$ cat config.mk
export PLATFORM = sky130hd
export DESIGN_NAME = kmc_useq_flat
export DESIGN_NICKNAME = d
export VERILOG_FILES = /design/src/rtl/kmc_useq_if.sv /design/src/rtl/kmc_useq.sv /design/src/flat_wrapper.sv
export SDC_FILE = /design/constraint.sdc
export NUM_CORES = 1
export LEC_CHECK = 0
export ABC_AREA = 1
export CAP_MARGIN = 25
export CORE_MARGIN = 2
export CORE_UTILIZATION = 35
export CTS_CLUSTER_SIZE = 40
export DETAILED_ROUTE_END_ITERATION = 6
export PLACE_DENSITY = 0.73
export SYNTH_ARGS = -nofsm -noshare
export SYNTH_HDL_FRONTEND = slang
export SYNTH_SLANG_ARGS = --single-unit
$ cat constraint.sdc
create_clock -name clk -period 1.88 [get_ports clk]
set_input_delay 0.376 -clock clk [delete_from_list [all_inputs] [get_ports clk]]
set_output_delay 0.376 -clock clk [all_outputs]
set_load 0.05 [all_outputs]
$ cat src/rtl/kmc_useq_if.sv
// Maintenance-vector and execution-control bundle between the KMC11 maintenance
// register, the microsequencer and its CRAM / IR / line-unit consumers.
interface kmc_useq_if;
    logic [7:0] kmcMAINT;
    logic [9:0] kmcMADDR;
    logic       kmcBRANCH;
    logic [9:0] kmcBRADDR;
    logic [9:0] kmcPC;
    logic [9:0] kmcCRAMA;
    logic       kmcCRAMWE;
    logic       kmcIRSEL;
    logic       kmcEXEC;
    logic       kmcLUCLK;
    logic       kmcLULOOP;
    logic       kmcRUNNING;

    modport master (
        output kmcMAINT, kmcMADDR, kmcBRANCH, kmcBRADDR,
        input  kmcPC, kmcCRAMA, kmcCRAMWE, kmcIRSEL, kmcEXEC,
        input  kmcLUCLK, kmcLULOOP, kmcRUNNING
    );

    modport slave (
        input  kmcMAINT, kmcMADDR, kmcBRANCH, kmcBRADDR,
        output kmcPC, kmcCRAMA, kmcCRAMWE, kmcIRSEL, kmcEXEC,
        output kmcLUCLK, kmcLULOOP, kmcRUNNING
    );
endinterface

$ cat src/rtl/kmc_useq.sv
// KMC11 microsequencer: turns the maintenance vector into run/step/clear
// sequencing, micro-PC maintenance, CRAM addressing and line-unit clocking.
module kmc_useq #(
    parameter int CYCLES = 4
) (
    input  logic        clk,
    input  logic        rst,
    kmc_useq_if.slave   bus
);

    localparam int            PW      = $clog2(CYCLES);
    localparam logic [PW-1:0] PH_ZERO = PW'(0);
    localparam logic [PW-1:0] PH_ONE  = PW'(1);
    localparam logic [PW-1:0] PH_LAST = PW'(CYCLES - 1);

    localparam logic [1:0] S_HALT  = 2'd0;
    localparam logic [1:0] S_RUN   = 2'd1;
    localparam logic [1:0] S_STEP  = 2'd2;
    localparam logic [1:0] S_CLEAR = 2'd3;

    logic run_s, mclr_s, cramwr_s, lustep_s, luloop_s, cramout_s, cramin_s, step_s;
    logic active_s;

    logic [1:0]    state_q, state_d;
    logic [PW-1:0] ph_q, ph_d;
    logic [9:0]    pc_q, pc_d;
    logic [9:0]    crama_q, crama_d;
    logic          we_q, we_d;
    logic          exec_q, exec_d;
    logic          irsel_q, luloop_q, lustep_q, running_q;
    logic          luclk_q, luclk_d;

    assign {run_s, mclr_s, cramwr_s, lustep_s, luloop_s, cramout_s, cramin_s, step_s} = bus.kmcMAINT;

    // Sequencer next state, phase, micro-PC and write strobe.
    always_comb begin
        state_d = state_q;
        ph_d    = ph_q;
        pc_d    = pc_q;
        we_d    = 1'b0;
        if (mclr_s) begin
            state_d = S_CLEAR;
            ph_d    = PH_ZERO;
            pc_d    = 10'd0;
        end else begin
            pc_d = exec_q ? (bus.kmcBRANCH ? bus.kmcBRADDR : pc_q + 10'd1) : pc_q;
            case (state_q)
                S_HALT: begin
                    ph_d = PH_ZERO;
                    if (run_s) begin
                        state_d = S_RUN;
                    end else if (step_s) begin
                        state_d = S_STEP;
                    end else begin
                        state_d = S_HALT;
                        we_d    = cramwr_s;
                    end
                end
                // RUN and STEP share the microcycle; only the wrap decides what follows.
                S_RUN, S_STEP: begin
                    if (ph_q == PH_LAST) begin
                        ph_d    = PH_ZERO;
                        state_d = run_s ? S_RUN : S_HALT;
                    end else begin
                        ph_d    = ph_q + PH_ONE;
                        state_d = state_q;
                    end
                end
                S_CLEAR: begin
                    state_d = S_HALT;
                    ph_d    = PH_ZERO;
                end
                default: begin
                    state_d = S_HALT;
                    ph_d    = PH_ZERO;
                end
            endcase
        end
    end

    // Output decode computed from next state so every output lands registered.
    always_comb begin
        active_s = (state_d == S_RUN) || (state_d == S_STEP);
        exec_d   = active_s && (ph_d == PH_LAST);
        crama_d  = ((state_d == S_HALT) && (cramout_s || we_d)) ? bus.kmcMADDR : pc_d;
        luclk_d  = lustep_s & ~lustep_q;
    end

    // State and output registers; async reset clears everything immediately.
    always_ff @(posedge clk or negedge rst) begin
        if (!rst) begin
            state_q   <= S_HALT;
            ph_q      <= PH_ZERO;
            pc_q      <= 10'd0;
            crama_q   <= 10'd0;
            we_q      <= 1'b0;
            exec_q    <= 1'b0;
            irsel_q   <= 1'b0;
            luloop_q  <= 1'b0;
            lustep_q  <= 1'b0;
            luclk_q   <= 1'b0;
            running_q <= 1'b0;
        end else begin
            state_q   <= state_d;
            ph_q      <= ph_d;
            pc_q      <= pc_d;
            crama_q   <= crama_d;
            we_q      <= we_d;
            exec_q    <= exec_d;
            irsel_q   <= cramin_s;
            luloop_q  <= luloop_s;
            lustep_q  <= lustep_s;
            luclk_q   <= luclk_d;
            running_q <= (state_d == S_RUN);
        end
    end

    assign bus.kmcPC      = pc_q;
    assign bus.kmcCRAMA   = crama_q;
    assign bus.kmcCRAMWE  = we_q;
    assign bus.kmcEXEC    = exec_q;
    assign bus.kmcIRSEL   = irsel_q;
    assign bus.kmcLUCLK   = luclk_q;
    assign bus.kmcLULOOP  = luloop_q;
    assign bus.kmcRUNNING = running_q;

endmodule

$ cat src/flat_wrapper.sv
// flat-port wrapper written by rule: the top's interface ports become plain ports
module kmc_useq_flat 
#(
    parameter int CYCLES = 4
)
  (clk, rst, bus_kmcMAINT, bus_kmcMADDR, bus_kmcBRANCH, bus_kmcBRADDR, bus_kmcPC, bus_kmcCRAMA, bus_kmcCRAMWE, bus_kmcIRSEL, bus_kmcEXEC, bus_kmcLUCLK, bus_kmcLULOOP, bus_kmcRUNNING);
  kmc_useq_if bus_i ();
  input  logic clk;
  input  logic rst;
  input wire logic [$bits(bus_i.kmcMAINT)-1:0] bus_kmcMAINT;
  input wire logic [$bits(bus_i.kmcMADDR)-1:0] bus_kmcMADDR;
  input wire logic [$bits(bus_i.kmcBRANCH)-1:0] bus_kmcBRANCH;
  input wire logic [$bits(bus_i.kmcBRADDR)-1:0] bus_kmcBRADDR;
  output wire logic [$bits(bus_i.kmcPC)-1:0] bus_kmcPC;
  output wire logic [$bits(bus_i.kmcCRAMA)-1:0] bus_kmcCRAMA;
  output wire logic [$bits(bus_i.kmcCRAMWE)-1:0] bus_kmcCRAMWE;
  output wire logic [$bits(bus_i.kmcIRSEL)-1:0] bus_kmcIRSEL;
  output wire logic [$bits(bus_i.kmcEXEC)-1:0] bus_kmcEXEC;
  output wire logic [$bits(bus_i.kmcLUCLK)-1:0] bus_kmcLUCLK;
  output wire logic [$bits(bus_i.kmcLULOOP)-1:0] bus_kmcLULOOP;
  output wire logic [$bits(bus_i.kmcRUNNING)-1:0] bus_kmcRUNNING;
  assign bus_i.kmcMAINT = bus_kmcMAINT;
  assign bus_i.kmcMADDR = bus_kmcMADDR;
  assign bus_i.kmcBRANCH = bus_kmcBRANCH;
  assign bus_i.kmcBRADDR = bus_kmcBRADDR;
  assign bus_kmcPC = bus_i.kmcPC;
  assign bus_kmcCRAMA = bus_i.kmcCRAMA;
  assign bus_kmcCRAMWE = bus_i.kmcCRAMWE;
  assign bus_kmcIRSEL = bus_i.kmcIRSEL;
  assign bus_kmcEXEC = bus_i.kmcEXEC;
  assign bus_kmcLUCLK = bus_i.kmcLUCLK;
  assign bus_kmcLULOOP = bus_i.kmcLULOOP;
  assign bus_kmcRUNNING = bus_i.kmcRUNNING;
  kmc_useq #(.CYCLES(CYCLES)) u_core (.clk(clk), .rst(rst), .bus(bus_i));
endmodule
== Word level (Yosys, flattened, before mapping) ==
Index checks and enable logic that the tools add are counted.
Widths: inputs -> output; s select.

* Register bits after elaboration: 31

* Add/sub/neg operators: 2
* Equality and inequality tests: 7
* Muxes and demuxes: 17
* Bitwise operators: 2
* Reductions and logical operators: 8

{| class="wikitable"
|+ Operator list
! kind !! number
|-
| $mux 10 || 4
|-
| $mux 2 || 6
|-
| $add 10x1->10 const B || 1
|-
| $eq 2x2->1 const B || 5
|-
| $pmux 2 s3 || 1
|-
| $mux 1 || 5
|-
| $eq 2x1->1 const B || 2
|-
| $logic_not 2->1 || 2
|-
| $pmux 2 s2 || 1
|-
| $reduce_or 2->1 || 2
|-
| $add 2x1->2 const B || 1
|-
| $logic_and 1x1->1 || 2
|-
| $logic_or 1x1->1 || 2
|-
| $and 1x1->1 || 1
|-
| $not 1->1 || 1
|}

== Depth between registers and ports, before layout ==
Gate-level depths: netlist (run 1).

* Depth in word-level cells: 7
* Depth in mapped cells: 11
* Mapped depth without buffers: 11

== Worst setup path before layout (run 1) ==
OpenSTA, ideal clock, no wires.

* Path type: register to register
* From: register u_core.state_q[0]
* To: register u_core.crama_q[5], in the netlist u_core.bus.kmcCRAMA[5]
* Setup time: 0.118 ns
* Arrival: 1.596 ns
* Setup slack: 0.166 ns
* Stages on the path, launching flop included: 12
* Path buffers: 0
* Clock period less this slack: 1.714 ns
* Path through: dfrtp_1 -> inv_1 -> ha_1 -> o21ai_0 -> nand3_1 -> o21a_1 -> inv_1 -> ha_1 -> nand2_1 -> clkinv_1 -> nand2_1 -> nand2_1

* Word-level cells in the longest chain between the ends: 7

{| class="wikitable"
|+ RTL lines
! what !! RTL line !! text
|-
| start: declaration || kmc_useq.sv:24 || <nowiki>logic [1:0] state_q, state_d;</nowiki>
|-
| start signal: assignment || kmc_useq.sv:104 || <nowiki>state_q <= state_d;</nowiki>
|-
| $eq 2x1->1 or $eq 2x2->1 (tied branches) || kmc_useq.sv:47 || <nowiki>case (state_q)</nowiki>
|-
| $reduce_or 2->1 || kmc_useq.sv:47 ||
|-
| $pmux 2 s3 (*) || kmc_useq.sv:47 ||
|-
| $mux 2 (*) || kmc_useq.sv:41 || <nowiki>if (mclr_s) begin</nowiki>
|-
| net u_core.state_d[0] || kmc_useq.sv:24 ||
|-
| $logic_not 2->1 (*) || kmc_useq.sv:85 || <nowiki>crama_d = ((state_d == S_HALT) && (cramout_s || we_d)) ? bus.kmcMADDR : pc_d;</nowiki>
|-
| $logic_and 1x1->1 (*) || kmc_useq.sv:85 ||
|-
| $mux 10 (*) || kmc_useq.sv:85 ||
|-
| net u_core.crama_d[5] || kmc_useq.sv:27 || <nowiki>logic [9:0] crama_q, crama_d;</nowiki>
|-
| end signal: assignment || kmc_useq.sv:107 || <nowiki>crama_q <= crama_d;</nowiki>
|-
| end: declaration || kmc_useq.sv:27 ||
|}

The timed path passes the listed nets; every way through them passes the cells marked *.

== Worst setup path in the final report (run 1) ==
* From: register u_core.we_q, in the netlist u_core.bus.kmcCRAMWE
* To: output bus_kmcCRAMWE

{| class="wikitable"
|+ RTL lines
! what !! RTL line !! text
|-
| start: declaration || kmc_useq.sv:28 || <nowiki>logic we_q, we_d;</nowiki>
|-
| start signal: assignment || kmc_useq.sv:108 || <nowiki>we_q <= we_d;</nowiki>
|-
| end: declaration || flat_wrapper.sv:16 || <nowiki>output wire logic [$bits(bus_i.kmcCRAMWE)-1:0] bus_kmcCRAMWE;</nowiki>
|}

No word-level cell between the ends.

==> flow_summary.ini, run 1 <==
[power_and_ir_drop]
power_frac_seq_pct = 35.2
p_int_w = 0.00149
p_sw_w = 0.000982
ir_worst_vdd_uv = 728
p_per_area_nw_per_um2 = 1040
p_sw_share_pct = 39.8
comb_power_share_pct = 45.1
power.leakage_nw = 1.21
power_frac_clock_pct = 19.7

[yosys]
synth_cells = 201
netlist_area_um2 = 1590
ys_types = 24
ys_async_sr_fraction_pct = 100
yosys_warnings = 0
synth_fp_nets = 238
ys_seq_area_share_pct = 48.9
synth_area_per_cell_um2 = 7.89
synth_ff_type = dfrtp_1
synth-seq-cells = 31
synth_edf_count = 0

[final_layout]
drive_gt1_share_pct = 18.2
layout.cells.non_filler = 326
layout_commonest_cell = nand2_1
fin_area_um2 = 2370
diodes = 0
final_cell_mix = 60 x nand2_1, 41 x clkdlybuf4s50_1, 31 x dfrtp_1
area_growth_pct = 49.3
fill_cells = 399
multi_input_area_um2 = 708
ff_latch_area_um2 = 776
final_util_pct = 54.4
nNetsFinal = 310

[worst_setup_path]
crit_fanout = 1
crit_arrival_ns = 1.40
cp.required_ns = 1.50
crit_path_max_incr_delay_ns = 0.80
r2r-end = u_core.bus.kmcCRAMA[0]$_DFF_PN0_
path_cells = clkdlybuf4s50_1
cp.buffers_inverters = 1
criticalPathCategory = flip-flop to primary output
cp_slowest_cell = clkdlybuf4s50_1
r2r_slack_ns = 0.14
cp-end-kind = primary output
cp_top_family = buffers and inverters
r2r-start = u_core.state_q[0]$_DFF_PN0_
worstSetupStartpointType = flip-flop
cp-startpoint = u_core.bus.kmcCRAMWE$_DFF_PN0_
reg2regPathDepth = 12

[drt]
vias_per_cell = 4.59
drc_errors = 0
first_iter_violations = 66
drtPass1Iterations = 4
postRouteWirelength_um = 3760
num_vias = 1497
antenna_left = 0
wl_per_cell_um = 11.5

[worst_hold_path]
worstHoldPathType = flip-flop to flip-flop
min_to = u_core.bus.kmcLUCLK$_DFF_PN0_
hold_path_depth = 1
hp-start = u_core.lustep_q$_DFF_PN0_

[grt]
grt_max_degree = 32
grt_pass1_wl_um = 5950
overflow = 0
grt_usage_pct = 15.3
grt_pass1_vias = 1345
antenna_found_initial = 0

[sta]
max-slew-margin-rel_pct = 67.0
setup_tns_ns = 0
tightestPinTransition_ns = 0.493
fmax_mhz = 562
setup_ws_ns = 0.101
post-route-min-period_ns = 1.78
slew_viol_final = 0
fin_worst_skew_ns = 0.00578
setup_viol = 0
rsz0062_at_grt = true
period_share_pct = 94.6
hold_viol = 0

[floorplan]
coreArea_um2 = 4350
die-area_um2 = 5090
initial_core_util_pct = 36.4
ioPinCount = 57
rows = 24
die_x_um = 71.3
die_height_um = 71.3

[clock_tree]
numCtsBuffers = 5
root_buffer = clkbuf_8
cts.sinks = 31
clkTransAtPathRegs_ns = 0.06
cts_max_path_buffers = 2
insertion_delay_ns = 0.28
postCtsHoldBufs = 0
cts_tree = yes
htree_levels = 2

[placed_design]
pre_cts_ws_ns = -0.149
placed_cells = 317
io_buffers = 56
dp.final_hpwl_um = 2820
place.gp.congestion = 0.823
dpl_cell_area_um2 = 2250

[run]
maxCapViolCount = 0

[status]
outcome = finished clean
-- through the flow --
stage / hold slack, ns / total power (W)
after CTS: 0.398 / 0.00242
after floorplan: 0.0804 / 0.00153
after detailed placement: 0.389 / 0.00192
after global placement: 0.384 / 0.00191
final: 0.393 / 0.00247
after global routing: 0.424 / 0.00263
-- final cells by class --
class	count	area share, %
repair buffers	70	27.0
clock inverters	1	0.211
flip-flops and latches	31	32.8
clock buffers	7	3.22
multi-input cells	139	29.9
inverters	26	4.12
well taps	52	2.75
-- logic make-up after synthesis --
logic type / count (synthesis) / synth area share [%]
buf+inv: 31 / 8.52
simple gates: 111 / 30.0
xor+xnor: 1 / 0.552
compound gates: 21 / 7.26
flops: 31 / 48.9
fa+ha+maj: 6 / 4.73
-- state kept, by name (all words and copies together) (netlist names) --
signal and count:
u_core.bus.kmcCRAMA 10, u_core.bus.kmcCRAMWE 1, u_core.bus.kmcEXEC 1, u_core.bus.kmcIRSEL 1, u_core.bus.kmcLUCLK 1, u_core.bus.kmcLULOOP 1, u_core.bus.kmcPC 10, u_core.bus.kmcRUNNING 1
u_core.lustep_q 1, u_core.ph_q 2, u_core.state_q 2
-- power groups by stage --
stage	clock, W	combinational [W]	sequential (W)
3_5_place_dp	0	0.00105	0.000873
4_1_cts	0.000507	0.00105	0.000864
5_1_grt	0.000543	0.00120	0.000884
2_1_floorplan	0	0.000353	0.00117
3_3_place_gp	0	0.00103	0.000874
6_report	0.000487	0.00111	0.000867
-- how the worst max path moves through the flow --
stage / to / slack [ns] / cells past startpoint
4_1_cts: u_core.bus.kmcCRAMA[5]$_DFF_PN0_ / 0.03 / 12
3_3_place_gp: u_core.bus.kmcCRAMA[9]$_DFF_PN0_ / -0.15 / 8
3_5_place_dp: u_core.bus.kmcCRAMA[2]$_DFF_PN0_ / -0.15 / 11
5_1_grt: u_core.bus.kmcCRAMA[6]$_DFF_PN0_ / -0.01 / 11
6_report: bus_kmcCRAMWE / 0.10 / 1
2_1_floorplan: u_core.bus.kmcCRAMA[5]$_DFF_PN0_ / 0.17 / 11
-- routing by layer --
metal | part of all wire, % | up-vias | track usage, % | wire length, µm
li1 | - | 775 | - | -
met1 | 42 | 675 | 18.1 | 1560
met2 | 51 | 40 | 25.2 | 1910
met3 | 5.9 | 7 | 5.63 | 223
met4 | 1.6 | 0 | 6.50 | 59
met5 | 0 | - | 0 | 0
-- repair_timing --
action / in CTS / in global routing
setup buffers: 0 / 1
resized for setup: 0 / 9
setup endpoints to repair: 0 / 11
-- synthesized netlist by cell type, types with 2 or more instances --
library cell | number | share of area [%]
nand3_1 | 14 | 4.4
buf_2 | 3 | 0.95
or2_2 | 2 | 0.79
nor3_1 | 2 | 0.63
nand2_1 | 61 | 14
ha_1 | 6 | 4.7
and3_1 | 2 | 0.79
dfrtp_1 | 31 | 49
nand4_1 | 5 | 2.0
buf_6 | 2 | 1.4
a21oi_1 | 10 | 3.2
nor2_1 | 21 | 5.0
inv_1 | 24 | 5.7
o21ai_0 | 8 | 2.5
(Power assumes the default switching activity.)
==> inputs of run 2 (changes only) <==
- MAX_ROUTING_LAYER: not set -> met4
==> flow_summary.ini, run 2 (same netlist as run 1, synthesis figures left out) <==
[status]
outcome = finished clean

[final_layout]
final_util_pct = 54.4
area_growth_pct = 49.3
nNetsFinal = 310
fin_area_um2 = 2370
final_cell_mix = 60 x nand2_1, 41 x clkdlybuf4s50_1, 31 x dfrtp_1
drive_gt1_share_pct = 18.2
layout_commonest_cell = nand2_1
layout.cells.non_filler = 326
diodes = 0

[grt]
grt_pass1_wl_um = 5960
grt_pass1_vias = 1345
grt_usage_pct = 15.8
overflow = 0
antenna_found_initial = 0
grt_max_degree = 32

[drt]
drc_errors = 0
wl_per_cell_um = 11.6
antenna_left = 0
postRouteWirelength_um = 3770
dr.max_layer_used = met4
vias_per_cell = 4.60
routed-wl-met3_um = 225
wl_met2_um = 1920
met1Wirelength_um = 1560
drtPass1Iterations = 4
first_iter_violations = 64
num_vias = 1498

[worst_setup_path]
crit_fanout = 1
cp-end-kind = primary output
cp.buffers_inverters = 1
crit_arrival_ns = 1.40
cp.required_ns = 1.50
crit_path_max_incr_delay_ns = 0.80
cp_top_family = buffers and inverters
cp_slowest_cell = clkdlybuf4s50_1
r2r_slack_ns = 0.14
worstSetupStartpointType = flip-flop
criticalPathCategory = flip-flop to primary output
path_cells = clkdlybuf4s50_1

[worst_hold_path]
worstHoldPathType = flip-flop to flip-flop

[power_and_ir_drop]
ir_worst_vdd_uv = 728
p_per_area_nw_per_um2 = 1040
power.leakage_nw = 1.21

[clock_tree]
clkTransAtPathRegs_ns = 0.06
cts_max_path_buffers = 2
htree_levels = 2
numCtsBuffers = 5
insertion_delay_ns = 0.28
root_buffer = clkbuf_8
postCtsHoldBufs = 0
cts.sinks = 31
cts_tree = yes

[sta]
tightestPinTransition_ns = 0.493
slew_viol_final = 0
fin_worst_skew_ns = 0.00539
setup_tns_ns = 0
period_share_pct = 94.6
hold_viol = 0
rsz0062_at_grt = true
post-route-min-period_ns = 1.78
setup_viol = 0
fmax_mhz = 562
max-slew-margin-rel_pct = 67.0

[placed_design]
io_buffers = 56
dpl_cell_area_um2 = 2250
place.gp.congestion = 0.836
dp.final_hpwl_um = 2820
placed_cells = 317

[floorplan]
coreArea_um2 = 4350
die_x_um = 71.3
die_height_um = 71.3
ioPinCount = 57
die-area_um2 = 5090
rows = 24
initial_core_util_pct = 36.4

[run]
maxCapViolCount = 0
[run 2: path summary, 6_finish.rpt]
path                                                     start                               end  depth (start not counted)
worst max-delay path            u_core.bus.kmcCRAMWE$_DFF_PN0_                     bus_kmcCRAMWE                          1
worst min-delay path                 u_core.lustep_q$_DFF_PN0_     u_core.bus.kmcLUCLK$_DFF_PN0_                          1
worst max register to register     u_core.state_q[0]$_DFF_PN0_  u_core.bus.kmcCRAMA[0]$_DFF_PN0_                         12
worst min register to register       u_core.lustep_q$_DFF_PN0_     u_core.bus.kmcLUCLK$_DFF_PN0_                          1
max in group asynchronous                                  rst  u_core.bus.kmcCRAMA[9]$_DFF_PN0_                          2
min in group asynchronous                                  rst     u_core.bus.kmcPC[4]$_DFF_PN0_                          2
[run 2: what timing repair did]
item | 4_1_cts | 5_1_grt
setup endpoints to repair | 0 | 11
buffers inserted | 0 | 1
resized for setup | 0 | 9
endpoints found under the hold margin | 0 | 0
[run 2: metal layers]
layer | vias up | track usage, %
li1 | 775 | -
met1 | 678 | 18.3
met2 | 38 | 25.1
met3 | 7 | 5.63
met4 | 0 | 6.50
met5 | - | -
[run 2: stage by stage]
step	hold WS [ns]	setup slack (ns)	total power, W
4_1_cts	0.398	0.0288	0.00242
5_1_grt	0.424	-0.00955	0.00263
2_1_floorplan	0.0804	0.166	0.00153
3_3_place_gp	0.384	-0.148	0.00191
3_5_place_dp	0.389	-0.149	0.00192
6_report	0.393	0.101	0.00247
[run 2: where the power goes]
part / switching [W] / internal, W / leakage [nW]
registers: 0.0000766 / 0.000791 / 0.414
clock network: 0.000227 / 0.000259 / 0.0422
logic: 0.000677 / 0.000435 / 0.757
total: 0.000981 / 0.00149 / 1.21
[run 2: layout make-up]
class                   count  area (µm²)
fillers                   399        1990
flip-flops and latches     31         776
multi-input cells         139         708
repair buffers             70         641
inverters                  26        97.6
clock buffers               7        76.3
well taps                  52        65.1
clock inverters             1        5.00
==> inputs of run 3 (changes only) <==
- CORE_ASPECT_RATIO: not set -> 1.75
==> flow_summary.ini, run 3 (same netlist as run 1, synthesis figures left out) <==
[worst_setup_path]
cp-end-kind = primary output
reg2regPathDepth = 12
cp_top_family = buffers and inverters
crit_cells = 1
cp.required_ns = 1.50
crit_arrival_ns = 1.41
crit_fanout = 1
cp.buffers_inverters = 1
criticalPathCategory = flip-flop to primary output
crit_path_max_incr_delay_ns = 0.80
path_cells = clkdlybuf4s50_1
cp_slowest_cell = clkdlybuf4s50_1
worstSetupStartpointType = flip-flop

[final_layout]
final_cell_mix = 60 x nand2_1, 39 x clkdlybuf4s50_1, 31 x dfrtp_1
area_growth_pct = 48.7
drive_gt1_share_pct = 19.5
layout.cells.non_filler = 323
final_util_pct = 54.1
layout_commonest_cell = nand2_1
nNetsFinal = 308
diodes = 0

[clock_tree]
cts_tree = yes
htree_levels = 2
root_buffer = clkbuf_8
clkTransAtPathRegs_ns = 0.06
insertion_delay_ns = 0.28
cts.sinks = 31
cts_max_path_buffers = 2
numCtsBuffers = 5
cts_setup_buffers = 0

[power_and_ir_drop]
p_per_area_nw_per_um2 = 1050
ir_worst_vdd_uv = 722
power.leakage_nw = 1.21

[floorplan]
die-area_um2 = 5110
ioPinCount = 57
die_height_um = 93.1
die_x_um = 54.9
rows = 32
coreArea_um2 = 4360
initial_core_util_pct = 36.4

[sta]
fmax_mhz = 560
slew_viol_final = 0
tightestPinTransition_ns = 0.499
max-slew-margin-rel_pct = 66.7
hold_viol = 0
period_share_pct = 95.0
setup_viol = 0
fin_worst_skew_ns = 0.00416
post-route-min-period_ns = 1.79
setup_tns_ns = 0

[drt]
drc_errors = 0
postRouteWirelength_um = 4130
drtPass1Iterations = 4
first_iter_violations = 39
wl_per_cell_um = 12.8
num_vias = 1533
vias_per_cell = 4.75
antenna_left = 0

[grt]
grt_usage_pct = 18.9
grt_pass1_wl_um = 6850
grt_pass1_vias = 1588
antenna_found_initial = 0
grt_max_degree = 32
overflow = 0

[placed_design]
dp.final_hpwl_um = 3210
place.gp.congestion = 0.842
placed_cells = 315
io_buffers = 56

[worst_hold_path]
worstHoldPathType = flip-flop to flip-flop
hold_path_depth = 1

[status]
outcome = finished clean

[run]
maxCapViolCount = 0
==> run 3: changes by cell type in the layout (fill, tap and decap cells not counted) <==
cell,before,now
clkdlybuf4s50_1,41,39
clkbuf_1,2,0
buf_6,0,1
buf_4,28,27
nor4_1,1,0
clkinv_2,1,3
nor4_2,0,1
==> run 3: metal layers <==
| layer | GRT usage (%) | vias up | part of all wire [%] |
|---|---|---|---|
| met2 | 32.4 | 40 | 58 |
| li1 | - | 775 | - |
| met1 | 19.4 | 711 | 35 |
| met3 | 3.04 | 7 | 4.3 |
| met4 | 10.6 | 0 | 2.7 |
| met5 | - | - | 0 |
==> run 3: layout make-up <==
cell class / instances / area, µm²
Tap cell: 51 / 63.8
Inverter: 26 / 97.6
Clock inverter: 3 / 15.0
Fill cell: 426 / 2000
Sequential cell: 31 / 776
Timing Repair Buffer: 68 / 624
Clock buffer: 5 / 68.8
Multi-Input combinational cell: 139 / 714
==> run 3: per-stage QoR <==
step / worst slack (ns) / hold WS, ns / power (W) / instance area [µm²]
6_report: 0.0945 / 0.408 / 0.00247 / 2360
5_1_grt: -0.0198 / 0.428 / 0.00263 / 2360
4_1_cts: 0.0347 / 0.406 / 0.00242 / 2320
3_5_place_dp: -0.142 / 0.397 / 0.00193 / 2230
3_3_place_gp: -0.147 / 0.380 / 0.00191 / 2230
2_1_floorplan: 0.166 / 0.0804 / 0.00153 / 1590
==> run 3: final timing paths <==
path / start / endpoint / slack, ns
worst max-delay path: u_core.bus.kmcLULOOP$_DFF_PN0_ / bus_kmcLULOOP / 0.09
worst min-delay path: u_core.lustep_q$_DFF_PN0_ / u_core.bus.kmcLUCLK$_DFF_PN0_ / 0.41
worst max register to register: u_core.state_q[0]$_DFF_PN0_ / u_core.bus.kmcCRAMA[9]$_DFF_PN0_ / 0.14
worst min register to register: u_core.lustep_q$_DFF_PN0_ / u_core.bus.kmcLUCLK$_DFF_PN0_ / 0.41
max in group asynchronous: rst / u_core.bus.kmcPC[5]$_DFF_PN0_ / 1.10
min in group asynchronous: rst / u_core.bus.kmcCRAMA[0]$_DFF_PN0_ / 0.49
==> run 3: what timing repair did <==
action                     4_1_cts  5_1_grt
hold buffers                     0        0
gates resized for setup          0       11
setup endpoints to repair        0       11
==> run 3: power by group <==
| part | internal (W) | leakage [nW] | switching [W] | total [W] |
|---|---|---|---|---|
| combinational | 0.000426 | 0.753 | 0.000700 | 0.00113 |
| clock | 0.000252 | 0.0477 | 0.000232 | 0.000484 |
| sequential | 0.000791 | 0.414 | 0.0000728 | 0.000864 |
| total | 0.00147 | 1.21 | 0.00100 | 0.00247 |
==> RTL edit 1 (settings of run 1) <==
Reset style: synchronous (`rst`), changed in one clocked block. Comments in the files are not updated.
--- a/src/rtl/kmc_useq.sv
+++ b/src/rtl/kmc_useq.sv
@@ -89,3 +89,3 @@
     // State and output registers; async reset clears everything immediately.
-    always_ff @(posedge clk or negedge rst) begin
+    always_ff @(posedge clk) begin
         if (!rst) begin
Check against the original RTL: differs if rst is asserted again (counterexample within 4 cycles, from zero or initial values and one cycle with rst low); with rst held inactive, the same outputs for 10 cycles.
==> RTL edit 1 against run 1 <==
- wire length down 1.4%
- synthesized area down 11%
- register-to-register slack lost 0.03 ns
- critical path depth is the same
- sequential cell count unchanged
- clock skew decreased by 0.0048 ns
- worst setup slack got worse by 0.022 ns
- via count down 0.73%
- cell area fell by 7.6%
- hold slack worse by 0.0058 ns
- largest cell class is now multi-input combinational cells
Power is not compared: it rests on default switching activity, and its combinational part moved more than twofold at a synthesized area within 25%.
==> RTL edit 1: results (changes against run 1) <==
* Status: finished clean (unchanged)
* Compound-Gate Fraction of Synth Area at 0.188 (was 0.0726)
* Sequential cells at 31 (unchanged)
* Bufs w/o clock at 65 (was 70)
* Root buf cell: clkbuf_8 (unchanged)
* Worst slew margin at 0.662 (was 0.670)
* Count of clock buffers in the final design at 8 (was 7)
* Global-route wire length before repair at 5.78 mm (was 5.95 mm)
* Dpl hpwl at 2.80 mm (was 2.82 mm)
* Avg Vias per Cell at 4.79 (was 4.59)
* Post_cts resized at 0 (unchanged)
* Post-synthesis async set-or-reset flop share at 0 (was 1.00)
* Clock tree cell share of total cell area at 0.0457 (was 0.0343)
* Final Skew at 0.000988 ns (was 0.00578 ns)
* DP Area at 2050 µm² (was 2250 µm²)
* WL final at 3.70 mm (was 3.76 mm)
* Synth Flop Type: dfxtp_1 (was dfrtp_1)
* Final nets at 296 (was 310)
* Crit path DAT at 1.42 ns (was 1.40 ns)
* Vias at 1486 (was 1497)
* Footprint of the multi-input gates at 706 µm² (was 708 µm²)
* Pre-CTS setup slack at -0.0541 ns (was -0.149 ns)
* Count of cell types in the netlist at 23 (was 24)
* Pin count of the biggest net entering global routing at 21 (was 32)
* Proportion of layout cells with a drive suffix above 1 at 0.150 (was 0.182)
* Top post-synthesis cells by area: dfxtp_1, nand2_1, a21oi_1 (was dfrtp_1, nand2_1, inv_1)
* Routability congestion estimate at 0.802 (was 0.823)
* Vias in the first global route at 1351 (was 1345)
* Top cells by count, synth: nand2_1, dfxtp_1, a21oi_1 (was nand2_1, dfrtp_1, inv_1)
* Syn nets at 231 (was 238)
* Fillers at 375 (was 399)
* Tot GR Track Use at 0.168 (was 0.153)
RTL edit 1: routing by layer:
metal | GRT usage | vias up | wire length, µm
li1 | - | 770 | -
met3 | 0.0667 | 3 | 279
met4 | 0.0383 | 0 | 27
met1 | 0.191 | 672 | 1540
met5 | 0 | - | 0
met2 | 0.294 | 41 | 1850
RTL edit 1: worst paths after layout:
| check | from | end | slack [ns] | cells after the start |
|---|---|---|---|---|
| setup / recovery | u_core.bus.kmcCRAMA[1] | bus_kmcCRAMA[1] | 0.08 | 1 |
| hold / removal | u_core.lustep_q | u_core.bus.kmcLUCLK | 0.39 | 1 |
| setup reg to reg | u_core.state_q[0] | u_core.bus.kmcCRAMA[2] | 0.11 | 12 |
| hold reg to reg | u_core.lustep_q | u_core.bus.kmcLUCLK | 0.39 | 1 |
RTL edit 1: report_power, final:
part	internal [mW]	switching [mW]
sequential	0.676	0.00637
clock	0.334	0.242
combinational	0.129	0.130
total	1.14	0.379
==> RTL edit 2 (flow settings as in run 1) <==
Without the edit above. `CYCLES` is set to 4 in 2 places; all go to 2.
--- a/src/rtl/kmc_useq.sv
+++ b/src/rtl/kmc_useq.sv
@@ -3,3 +3,3 @@
 module kmc_useq #(
-    parameter int CYCLES = 4
+    parameter int CYCLES = 2
 ) (
--- a/src/flat_wrapper.sv
+++ b/src/flat_wrapper.sv
@@ -3,3 +3,3 @@
 #(
-    parameter int CYCLES = 4
+    parameter int CYCLES = 2
 )
Formal check against the unedited RTL: not equivalent (a bounded check fails within 4 cycles, from zero or initial values and one cycle with rst low).
==> RTL edit 2 against run 1 <==
- sequential cell count shrank 1
- worst setup slack worse by 0.011 ns
- combinational power is 50% higher
- largest power group unchanged
- cell area down 2.1%
- synthesized area fell by 2.4%
- count of clock-buffer cells in the layout up 1
- wire length up 0.45%
- sequential power increased by 12%
- core utilization decreased by 0.38 points
- maximum frequency decreased by 0.61%
- sequential share of layout area shrank 0.39 points
- total power is 31% higher
- critical endpoint is now bus_kmcIRSEL
- clock power is 23% higher
==> RTL edit 2: results (changes against run 1) <==
* Dpl hpwl at 2.85 mm (was 2.82 mm)
* Pre-CTS setup slack at -0.153 ns (was -0.149 ns)
* Routability congestion estimate at 0.880 (was 0.823)
* Syn nets at 222 (was 238)
* Pin count of the biggest net entering global routing at 31 (was 32)
* Vias at 1438 (was 1497)
* Antenna Cells at 0 (unchanged)
* Final nets at 290 (was 310)
* Top cells by count, synth: nand2_1, dfrtp_1, inv_1 (unchanged)
* Proportion of layout cells with a drive suffix above 1 at 0.173 (was 0.182)
* Leakage at 1.17 nW (was 1.21 nW)
* Sequential power share at 0.299 (was 0.352)
* Final Skew at 0.00485 ns (was 0.00578 ns)
* Worst-Margin Slew at 0.495 ns (was 0.493 ns)
* Pint at 1.79 mW (was 1.49 mW)
* Crit path from: u_core.bus.kmcIRSEL (was u_core.bus.kmcCRAMWE)
* Top post-synthesis cells by area: dfrtp_1, nand2_1, inv_1 (unchanged)
* Count of cell types in the netlist at 31 (was 24)
* Tot GR Track Use at 0.163 (was 0.153)
* Post-synthesis sequential area ratio at 0.485 (was 0.489)
* Fillers at 406 (was 399)
* Status: finished clean (unchanged)
* Global-route wire length before repair at 6.28 mm (was 5.95 mm)
* WL final at 3.77 mm (was 3.76 mm)
* First-iteration detailed-routing DRC count at 50 (was 66)
* DP Area at 2190 µm² (was 2250 µm²)
* Peak VDD IR at 0.000531 V (was 0.000728 V)
* CTS Buf Count at 5 (unchanged)
## RTL edit 2: final timing paths
path                                           to  slack [ns]  cells past startpoint
hold reg to reg               u_core.bus.kmcLUCLK        0.39                      1
setup reg to reg           u_core.bus.kmcCRAMA[6]        0.12                     12
min in group asynchronous       u_core.state_q[0]        0.48                      2
max in group asynchronous     u_core.bus.kmcPC[2]        1.12                      2
hold / removal                u_core.bus.kmcLUCLK        0.39                      1
setup / recovery                     bus_kmcIRSEL        0.09                      1
## RTL edit 2: per-stage QoR
stage	setup TNS [ns]	util	std cells	power, mW
floorplan	0	-	186	2.03
global placement	-0.872	0.510	299	2.58
detailed placement	-1.36	0.510	299	2.60
CTS	0	0.536	307	3.22
global route	-0.0274	0.540	307	3.43
finish	0	0.540	307	3.24
## RTL edit 2: worst register-to-register path: stages (launching register included)
cell	delay [ns]
dfrtp_1	0.32
inv_1	0.06
ha_2	0.22
nor2_2	0.18
nand2_1	0.09
o221ai_2	0.07
nand2_1	0.09
inv_1	0.06
ha_1	0.18
nand2_4	0.08
buf_4	0.15
nand4_1	0.08
nand2_1	0.06
## RTL edit 2: per-layer routing
layer | track usage | wire, µm
met1 | 0.189 | 1630
met2 | 0.281 | 1880
met3 | 0.0491 | 211
met4 | 0.0684 | 56
met5 | 0 | 0
## RTL edit 2: cell type report
class,instances,area share
repair buffers,66,0.264
multi-input cells,125,0.290
clock buffers,8,0.0475
well taps,52,0.0280
flip-flops and latches,30,0.324
inverters,26,0.0464
## RTL edit 2: cells by family after synthesis
| kind of cell | Yosys count | synth area share |
|---|---|---|
| compound gates | 29 | 0.111 |
| flops | 30 | 0.485 |
| buf+inv | 31 | 0.0913 |
| simple gates | 90 | 0.267 |
| xor+xnor | 1 | 0.00566 |
| fa+ha+maj | 5 | 0.0404 |
## RTL edit 2: power groups by stage
stage	Clock, mW	Sequential (mW)	Combinational (mW)
after floorplan	0	1.53	0.495
after global placement	0	0.974	1.61
after detailed placement	0	0.972	1.63
after CTS	0.623	0.964	1.64
after global routing	0.647	0.992	1.79
final	0.601	0.969	1.67
